File: config.mk
export PLATFORM = sky130hd
export DESIGN_NAME = btn_event_unit
export DESIGN_NICKNAME = d
export VERILOG_FILES = /design/src/rtl/btn_event_unit.sv
export SDC_FILE = /design/constraint.sdc
export NUM_CORES = 1
export LEC_CHECK = 0
export CORE_AREA = 2 2 171 123
export DETAILED_ROUTE_END_ITERATION = 8
export DIE_AREA = 0 0 173 125
export SLEW_MARGIN = 10
export SYNTH_ARGS = -nofsm -noshare
export SYNTH_HDL_FRONTEND = slang
export SYNTH_SLANG_ARGS = --single-unit
File: constraint.sdc
create_clock -name i_clk -period 3.1 [get_ports i_clk]
set_clock_uncertainty 0.15 [all_clocks]
set_input_delay 0.62 -clock i_clk [delete_from_list [all_inputs] [get_ports i_clk]]
set_output_delay 0.62 -clock i_clk [all_outputs]
set_load 0.03 [all_outputs]
File: src/rtl/btn_event_unit.sv
// Button event capture: synchronises active-low keys and records sticky press/long-press
// flags plus a wrapping press counter per button, cleared by single-cycle pulses.
module btn_event_unit #(
  parameter int unsigned N_BTN       = 4,
  parameter int unsigned LONG_CYCLES = 25_000_000,
  parameter int unsigned CNT_W       = 8
) (
  input  logic                   i_clk,
  input  logic                   i_rst,
  input  logic [N_BTN-1:0]       i_btn,
  input  logic [N_BTN-1:0]       i_clr_press,
  input  logic [N_BTN-1:0]       i_clr_long,
  input  logic [N_BTN-1:0]       i_clr_cnt,
  output logic [N_BTN-1:0]       o_btn_level,
  output logic [N_BTN-1:0]       o_press_flag,
  output logic [N_BTN-1:0]       o_long_flag,
  output logic [N_BTN*CNT_W-1:0] o_press_cnt
);

  localparam int unsigned HoldW = (LONG_CYCLES > 2) ? $clog2(LONG_CYCLES) : 1;
  localparam logic [HoldW-1:0] HoldLast = HoldW'(LONG_CYCLES - 1);

  typedef enum logic [1:0] {StIdle, StHeld, StLong} state_e;

  logic [N_BTN-1:0] sync1_q, sync2_q;
  logic [N_BTN-1:0] press_q, press_d;
  logic [N_BTN-1:0] long_q, long_d;
  state_e           state_q [N_BTN];
  state_e           state_d [N_BTN];
  logic [HoldW-1:0] hold_q  [N_BTN];
  logic [HoldW-1:0] hold_d  [N_BTN];
  logic [CNT_W-1:0] cnt_q   [N_BTN];
  logic [CNT_W-1:0] cnt_d   [N_BTN];

  always_ff @(posedge i_clk) begin
    if (i_rst) begin
      sync1_q <= '0;
      sync2_q <= '0;
      press_q <= '0;
      long_q  <= '0;
      for (int k = 0; k < N_BTN; k++) begin
        state_q[k] <= StIdle;
        hold_q[k]  <= '0;
        cnt_q[k]   <= '0;
      end
    end else begin
      sync1_q <= ~i_btn;
      sync2_q <= sync1_q;
      press_q <= press_d;
      long_q  <= long_d;
      for (int k = 0; k < N_BTN; k++) begin
        state_q[k] <= state_d[k];
        hold_q[k]  <= hold_d[k];
        cnt_q[k]   <= cnt_d[k];
      end
    end
  end

  // Clears are applied first so that a coincident set/increment overrides them.
  always_comb begin
    press_d = press_q & ~i_clr_press;
    long_d  = long_q & ~i_clr_long;
    for (int k = 0; k < N_BTN; k++) begin
      state_d[k] = state_q[k];
      hold_d[k]  = hold_q[k];
      cnt_d[k]   = i_clr_cnt[k] ? '0 : cnt_q[k];
      case (state_q[k])
        StIdle: begin
          if (sync2_q[k]) begin
            state_d[k] = StHeld;
            press_d[k] = 1'b1;
            cnt_d[k]   = cnt_d[k] + CNT_W'(1);
            hold_d[k]  = '0;
          end
        end
        StHeld: begin
          if (!sync2_q[k]) begin
            state_d[k] = StIdle;
            hold_d[k]  = '0;
          end else if (hold_q[k] == HoldLast) begin
            state_d[k] = StLong;
            long_d[k]  = 1'b1;
          end else begin
            hold_d[k] = hold_q[k] + HoldW'(1);
          end
        end
        StLong: begin
          if (!sync2_q[k]) begin
            state_d[k] = StIdle;
          end
        end
        default: state_d[k] = StIdle;
      endcase
    end
  end

  always_comb begin
    o_press_cnt = '0;
    for (int k = 0; k < N_BTN; k++) begin
      o_press_cnt[k*CNT_W +: CNT_W] = cnt_q[k];
    end
  end

  assign o_btn_level  = sync2_q;
  assign o_press_flag = press_q;
  assign o_long_flag  = long_q;

endmodule
==> results.tsv, run 1 <==
metric	value	unit
hold_depth	1	
die_w	173	µm
design_area	9440	µm²
ys_seq_area_frac	0.399	
crit_path_max_incr_delay	0.59	ns
fmax	396	MHz
rsz0062_at_grt	false	
worstPathCellList	ha_1, nand3_1, nor4_1, nand4b_1, a21oi_1, a211o_1	
rows	44	
ios	62	
nFillCells	1987	
drc	0	
dieArea	21600	µm²
p_sw	1050	µW
clk_pin_slew	0.07	ns
num_antenna_cells	0	
antenna_found_initial	0	
ir_drop	305	µV
synth_seq_cells	156	
detail-route-antenna-nets	0	
layout_min_cycle_time	2.53	ns
cp-start-kind	flop	
finalCritPeriodShare	0.816	
worst_pin_slew	1.03	ns
cp-end-kind	flop	
postCtsHoldBufs	0	
cts_sinks	156	
regArea	3120	µm²
grt_pass1_vias	6635	
hpwl	14.8	mm
critPathRequiredTime	3.32	ns
final_layout_size_suffix_gt1_frac	0.0748	
synthFlopType	dfxtp_1	
slew_headroom	0.306	
track_usage	0.194	
worstPathArrival	2.75	ns
gp_congestion	0.872	
final_nets	1043	
setup_viol	0	
critPathMaxFanout	6	
port_buffers	61	
tns	0	ns
cpMaxStageDelayCell	a21oi_1	
internal-power	3280	µW
setup_slack	0.572	ns
drt_iter0_markers	698	
slew_violations	0	
via_per_inst	5.73	
multi_input_area	4470	µm²
synth_nets	972	
grt_pass1_wl	34.5	mm
post_drt_wl_per_cell	15.9	µm
ys_async_sr_fraction	0	
r2r_cells	6	
post-cts-setup-buffer-count	0	
p_clk_frac	0.488	
dpl.cell_count	1274	
die_height	125	µm
combPwrFrac	0.044	
power_frac_seq	0.467	
syn_to_final_growth	20.5	%
fin_cells	1305	
synth-warning-count	0	
placedInstanceArea	8850	µm²
finalWirelength	20.8	mm
drv_cap	0	
outcome	finished, final reports clean	
leakage	0.00320	µW
p_per_area	459	nW/µm²
post-place-ws	0.607	ns
num_vias	7476	
root_buffer	clkbuf_16	
numCtsBuffers	17	
ys_types	72	
overflow	0	
cts_resized	0	
cts_buffer_depth	2	
grt_max_degree	35	
syn_area_per_cell	8.28	µm²
htreeDepth	4	
cts_tree	yes	
start_util	0.389	
hold_viol_final	0	
synth_area	7830	µm²
hold_class	flop to flop	
synth_cells	946	
sw_frac_of_total	0.243	
fin_total_pwr	4340	µW
path_class	flop to flop	
worstSkewPairLatency	0.43	ns
fp.coreArea	20100	µm²
synth_edf_count	0	
dr.pass1.iters	5	
==> cells in the mapped netlist (6+ instances only) <==
cell        n  area share
nor4_1     18       0.014
nor2b_1    23       0.018
a21oi_1    65       0.042
o21ai_0    35       0.022
or3_1      21       0.017
and3_1     24       0.019
nand2_1    75       0.036
nor3_1     36       0.023
ha_1        8       0.013
o211ai_1    8      0.0077
and4_1     14       0.016
a311oi_1    9       0.010
nand3b_1    7      0.0067
a211o_1     9       0.010
a31oi_1    14       0.011
nand3_1    50       0.032
o21ai_1     6      0.0038
inv_1      20      0.0096
xor2_1     18       0.020
nand2b_1   12      0.0096
or4_1      15       0.014
nor2_1     89       0.043
o31ai_1    13       0.012
xnor2_1    17       0.019
mux2i_1     8       0.010
clkbuf_1   28       0.013
nand4_1    48       0.038
dfxtp_1   156        0.40
and4b_1     6      0.0077
==> path summary, 6_finish.rpt <==
check,slack (ns),endpoint,from
setup reg to reg,0.57,hold_q[1][21],hold_q[1][0]
setup / recovery,0.57,hold_q[1][21],hold_q[1][0]
hold / removal,0.29,o_btn_level[1],sync1_q[1]
hold reg to reg,0.29,o_btn_level[1],sync1_q[1]
==> layout make-up <==
type / instances / share of cell area
Tap cell: 276 / 0.0366
Clock inverter: 14 / 0.0172
Sequential cell: 156 / 0.331
Clock buffer: 17 / 0.0451
Multi-Input combinational cell: 731 / 0.474
Inverter: 20 / 0.00796
Timing Repair Buffer: 91 / 0.0883
==> metrics by stage <==
stage | hold WS (ns) | utilization
6_report | 0.287 | 0.468
2_1_floorplan | 0.264 | -
4_1_cts | 0.292 | 0.468
3_3_place_gp | 0.268 | 0.439
5_1_grt | 0.300 | 0.468
3_5_place_dp | 0.276 | 0.439
==> state kept, by name (all words and copies together), names as in the netlist <==
name	count
cnt_q	32
hold_q	100
o_btn_level	4
o_long_flag	4
o_press_flag	4
state_q	8
sync1_q	4
==> layer usage <==
layer,part of all wire,global-route usage,wire length (µm),up-vias
met5,0,0,0,-
met4,0.015,0.0643,317,0
met3,0.075,0.0477,1560,28
met2,0.38,0.260,7990,259
met1,0.53,0.297,10900,3481
li1,-,-,-,3708
==> cell families after synthesis <==
logic type | after synthesis | share of synthesized area
and+or+nand+nor | 468 | 0.326
AOI/OAI and AO/OA | 208 | 0.177
DFF | 156 | 0.399
buffers and inverters | 59 | 0.0304
xor gates and xnor gates | 35 | 0.0391
muxes | 12 | 0.0160
adders and majority gates | 8 | 0.0128
==> power groups by stage <==
stage	Combinational, µW	Sequential [µW]	Clock, µW
4_1_cts	193	2030	2160
5_1_grt	209	2030	2250
3_3_place_gp	192	2070	0
3_5_place_dp	192	2070	0
2_1_floorplan	95.8	2080	0
6_report	193	2030	2120
==> worst max-delay path: cells and delay by family, from the launching register on <==
family	cells	cell delay, ns
simple gates	3	0.86
compound gates	2	0.80
flops	1	0.41
fa+ha+maj	1	0.24
==> cells in the final DEF, fill, tap and decap left out, drive strengths merged, types with 17 or more instances in the layout <==
| cell type | n |
|---|---|
| dfxtp | 156 |
| nor2 | 91 |
| nand2 | 75 |
| a21oi | 65 |
| clkdlybuf4s50 | 60 |
| nand3 | 50 |
| nand4 | 48 |
| o21ai | 41 |
| nor3 | 37 |
| buf | 31 |
| and3 | 24 |
| inv | 24 |
| nor2b | 23 |
| or3 | 21 |
| nor4 | 18 |
| xor2 | 18 |
| xnor2 | 17 |
| clkbuf | 17 |
(Power assumes the default switching activity.)
==> run 2: changes to the inputs <==
==> constraint.sdc (replaced) <==
create_clock -name i_clk -period 2.1 [get_ports i_clk]
set_clock_uncertainty 0.15 [all_clocks]
set_input_delay 0.42 -clock i_clk [delete_from_list [all_inputs] [get_ports i_clk]]
set_output_delay 0.42 -clock i_clk [all_outputs]
set_load 0.03 [all_outputs]
==> run 2 against run 1 <==
The flow now finishes with violations (setup timing). Global-route usage increased by 1.4 points. Clock-buffer cell count increased by 1. Die area unchanged. Cell count increased by 8.6%. Sequential power increased by 47%. First-iteration DRC count decreased by 2.6%. Fmax increased by 14%. Utilization increased by 5.9 points. Setup slack got worse by 0.69 ns. Combinational power increased by 77%. Power increased by 49%. Register-to-register slack got worse by 0.69 ns. Critical path type unchanged. Critical endpoint is now hold_q[3][10]. Largest cell class unchanged.
==> results.tsv, run 2 (synthesis results as in run 1) <==
metric	value	unit
outcome	finished, violations left	
violations	setup timing	
worstPathArrival	2.38	ns
ir_drop	457	µV
num_antenna_cells	0	
drv_cap	0	
clk_pin_slew	0.07	ns
detail-route-antenna-nets	0	
cts_tree	yes	
hold_class	flop to flop	
drc	0	
layout_min_cycle_time	2.22	ns
dpl.cell_count	1380	
grt_max_degree	59	
cp-end-kind	flop	
numCtsBuffers	17	
setup_slack	-0.118	ns
reg2reg_slack	-0.12	ns
ios	62	
start_util	0.389	
port_buffers	61	
max_flop_register	hold_q	
dieArea	21600	µm²
grt_pass1_wl	37.0	mm
crit_end	hold_q[3][10]	
hold_viol_final	0	
r2r-start	hold_q[3][17]	
layout_commonest_cell	dfxtp_1	
grt_pass1_vias	7292	
largest_register_ffs	100	
final_layout_size_suffix_gt1_frac	0.209	
hpwl	16.1	mm
post_drt_wl_per_cell	16.2	µm
p_per_area	607	nW/µm²
r2r_cells	6	
slew_violations	0	
worst_r2r_endpoint	hold_q[3][10]	
gp_congestion	0.886	
finalWirelength	23.0	mm
num_vias	7984	
layout_common_cells	dfxtp_1, buf_4, nor2_1	
final_nets	1154	
cp-start-kind	flop	
reg_top3	hold_q: 100 flops, cnt_q: 32 flops, state_q: 8 flops	
fmax	451	MHz
worstSkewPairLatency	0.43	ns
fin_cells	1417	
overflow	0	
critPathRequiredTime	2.26	ns
cts_buffer_depth	2	
placedInstanceArea	9710	µm²
rsz0062_at_grt	true	
rows	44	
critPathMaxFanout	5	
setup_viol	9	
slew_headroom	0.458	
root_buffer	clkbuf_16	
dr.pass1.iters	5	
worst_pin_slew	0.805	ns
worstSetupStartpoint	hold_q[3][17]	
design_area	10600	µm²
die_w	173	µm
antenna_found_initial	1	
finalCritPeriodShare	1.06	
htreeDepth	4	
via_per_inst	5.63	
cts_sinks	156	
fp.coreArea	20100	µm²
track_usage	0.208	
leakage	0.00409	µW
die_height	125	µm
drt_iter0_markers	680	
path_class	flop to flop	
syn_to_final_growth	35.7	%
-- run 2: layout make-up --
cell class | instances | area, µm²
inverter | 20 | 75.1
clock inverter | 14 | 149
tap | 276 | 345
multi-input combinational | 732 | 4790
fill | 1896 | 9520
timing repair buffer | 201 | 1690
clock buffer | 18 | 439
sequential | 156 | 3130
-- run 2: worst max-delay path: stages (launching register included) --
cell and delay (ns):
dfxtp_2 0.32, nand2b_4 0.13, or4_4 0.57, o41a_1 0.53
buf_4 0.18, a41oi_2 0.16, a211oi_2 0.05
-- run 2: routing by layer --
layer | wire [µm] | GRT usage
met5 | 12 | 0
met4 | 238 | 0.0553
met3 | 1780 | 0.0587
met2 | 9540 | 0.287
met1 | 11500 | 0.312
-- run 2: worst min path at each step --
| stage | start | endpoint | slack (ns) | cells past startpoint |
|---|---|---|---|---|
| final | sync1_q[0] | o_btn_level[0] | 0.29 | 1 |
| after global routing | sync1_q[0] | o_btn_level[0] | 0.31 | 1 |
| after CTS | sync1_q[0] | o_btn_level[0] | 0.29 | 1 |
| after detailed placement | sync1_q[0] | o_btn_level[0] | 0.27 | 1 |
| after global placement | sync1_q[3] | o_btn_level[3] | 0.27 | 1 |
| after floorplan | sync1_q[1] | o_btn_level[1] | 0.26 | 1 |
-- run 2: stage by stage --
stage / worst slack [ns] / TNS (ns) / hold slack [ns] / total power [µW] / utilization
after floorplan: 0.00396 / 0 / 0.264 / 3210 / -
after global placement: -0.0780 / -0.238 / 0.270 / 3390 / 0.482
after detailed placement: -0.0737 / -0.278 / 0.272 / 3390 / 0.482
after CTS: -0.0335 / -0.0335 / 0.290 / 6500 / 0.512
after global routing: -0.161 / -1.37 / 0.310 / 6680 / 0.527
final: -0.118 / -0.456 / 0.290 / 6450 / 0.527
-- run 2: repair_timing --
item | CTS | global route
hold buffers | 0 | 0
endpoints found under the setup margin | 29 | 76
gates cloned | 1 | 0
pin swaps | 2 | 27
resized for setup | 23 | 61
buffers inserted | 0 | 5
-- run 2: where the power goes --
| part | switching (µW) | internal, µW |
|---|---|---|
| clock network | 1410 | 1720 |
| logic | 203 | 139 |
| registers | 13.6 | 2970 |
| total | 1620 | 4830 |
==> run 3: changes to the inputs <==
--- a/config.mk
+++ b/config.mk
@@ -5,7 +5,9 @@
 export SDC_FILE = /design/constraint.sdc
 export NUM_CORES = 1
 export LEC_CHECK = 0
+export ABC_CLOCK_PERIOD_IN_PS = 2100
 export CORE_AREA = 2 2 171 123
+export CTS_BUF_LIST = sky130_fd_sc_hd__clkbuf_4 sky130_fd_sc_hd__clkbuf_8
 export DETAILED_ROUTE_END_ITERATION = 8
 export DIE_AREA = 0 0 173 125
 export SLEW_MARGIN = 10
==> run 3 against run 2 <==
The run still ends with setup timing left. Hold slack worse by 0.016 ns. Sequential power hardly changed. Sequential share of layout area increased by 0.52 points. Clock power decreased by 26%. Setup slack lost 0.0099 ns. Die area stayed put. Cell count rose by 0.14%. Sequential cell count stayed put. Register-to-register slack is essentially flat. Critical endpoint unchanged. Largest cell class unchanged.
==> results.tsv, run 3 (synthesis results as in run 1) <==
metric	value	unit
gp_congestion	0.886	
dieArea	21600	µm²
ios	62	
outcome	finished, violations left	
cts_sinks	156	
layout_common_cells	dfxtp_1, buf_4, nor2_1	
worst_pin_slew	0.813	ns
fp.coreArea	20100	µm²
drc	0	
detail-route-antenna-nets	0	
finalCritPeriodShare	1.06	
met2_length	9.20	mm
port_buffers	61	
max_flop_register	hold_q	
final_layout_size_suffix_gt1_frac	0.220	
cp-start-kind	flop	
critPathMaxFanout	6	
setup_slack	-0.128	ns
nFillCells	1925	
grt_max_degree	59	
top_layer_used	met5	
hold_class	primary input to flop	
slew_violations	0	
die_w	173	µm
cts_tree	yes	
rsz0062_at_grt	true	
fmax	449	MHz
drt_iter0_markers	629	
worstSkewPairLatency	0.47	ns
internal-power	4130	µW
fin_cells	1419	
post-place-ws	-0.0737	ns
cts_buffer_depth	2	
track_usage	0.205	
cp-end-kind	flop	
die_height	125	µm
sw_frac_of_total	0.267	
critPathRequiredTime	2.29	ns
syn_to_final_growth	33.6	%
final_nets	1156	
combPwrFrac	0.061	
violations	setup timing	
antenna_found_initial	1	
postCtsHoldBufs	0	
layout_min_cycle_time	2.23	ns
dpl.cell_count	1380	
setup_viol	10	
overflow	0	
drv_cap	0	
grt_pass1_wl	36.7	mm
start_util	0.389	
ir_drop	315	µV
power_frac_seq	0.530	
num_antenna_cells	0	
leakage	0.00407	µW
grt_pass1_vias	7211	
htreeDepth	4	
hpwl	16.1	mm
post_drt_wl_per_cell	15.9	µm
numCtsBuffers	17	
finalWirelength	22.6	mm
dr.pass1.iters	7	
met1_length	11.5	mm
reg_top3	hold_q: 100 flops, cnt_q: 32 flops, state_q: 8 flops	
via_per_inst	5.59	
num_vias	7932	
slew_headroom	0.452	
root_buffer	clkbuf_8	
rows	44	
layout_commonest_cell	dfxtp_1	
met3WireLength	1.70	mm
p_per_area	538	nW/µm²
p_sw	1500	µW
p_clk_frac	0.409	
clk_pin_slew	0.10	ns
path_class	flop to flop	
worstPathArrival	2.42	ns
largest_register_ffs	100	
hold_viol_final	0	
==> run 3: layer usage <==
metal  vias to the layer above  track usage
met2                       244        0.278
met4                         2       0.0588
met3                        24       0.0605
li1                       3939            -
met5                         -            0
met1                      3723        0.310
==> run 3: power groups by stage <==
stage	registers, µW	logic, µW	clock network (µW)
final	2980	344	2300
after global placement	3050	334	0
after global routing	2990	372	2510
after detailed placement	3050	334	0
after CTS	2990	334	2370
after floorplan	3070	142	0
==> run 3: metrics by stage <==
stage,power (µW),util,hold slack (ns),cell area (µm²),TNS [ns]
2_1_floorplan,3210,-,0.264,7880,0
3_3_place_gp,3390,0.482,0.270,9710,-0.238
3_5_place_dp,3390,0.482,0.272,9710,-0.278
4_1_cts,5690,0.502,0.266,10100,-0.0353
5_1_grt,5870,0.519,0.273,10500,-1.70
6_report,5630,0.519,0.274,10500,-0.711
==> run 3: repair_timing <==
item	in CTS	in global routing
resized for setup	39	72
pin swaps	0	24
setup buffers	0	7
gates cloned	1	0
setup endpoints to repair	44	82
==> run 3: worst max-delay path, stage by stage, from the launching register on <==
cell	delay, ns
dfxtp_2	0.33
nand2b_4	0.13
or4_4	0.58
o41a_1	0.52
buf_4	0.18
a41oi_2	0.17
a211oi_2	0.05
==> run 3: path summary, 6_finish.rpt <==
check / endpoint / from / depth (start not counted) / slack (ns)
worst max-delay path: hold_q[3][10] / hold_q[3][17] / 6 / -0.13
worst min-delay path: o_press_flag[2] / i_rst / 3 / 0.27
worst max register to register: hold_q[3][10] / hold_q[3][17] / 6 / -0.13
worst min register to register: o_btn_level[0] / sync1_q[0] / 1 / 0.29
==> run 3: final cells by class <==
| class | count | area (µm²) | area share |
|---|---|---|---|
| repair buffers | 203 | 1690 | 0.161 |
| clock inverters | 14 | 149 | 0.0142 |
| flip-flops and latches | 156 | 3140 | 0.300 |
| multi-input cells | 732 | 4820 | 0.461 |
| inverters | 20 | 75.1 | 0.00718 |
| clock buffers | 18 | 248 | 0.0237 |
| well taps | 276 | 345 | 0.0330 |
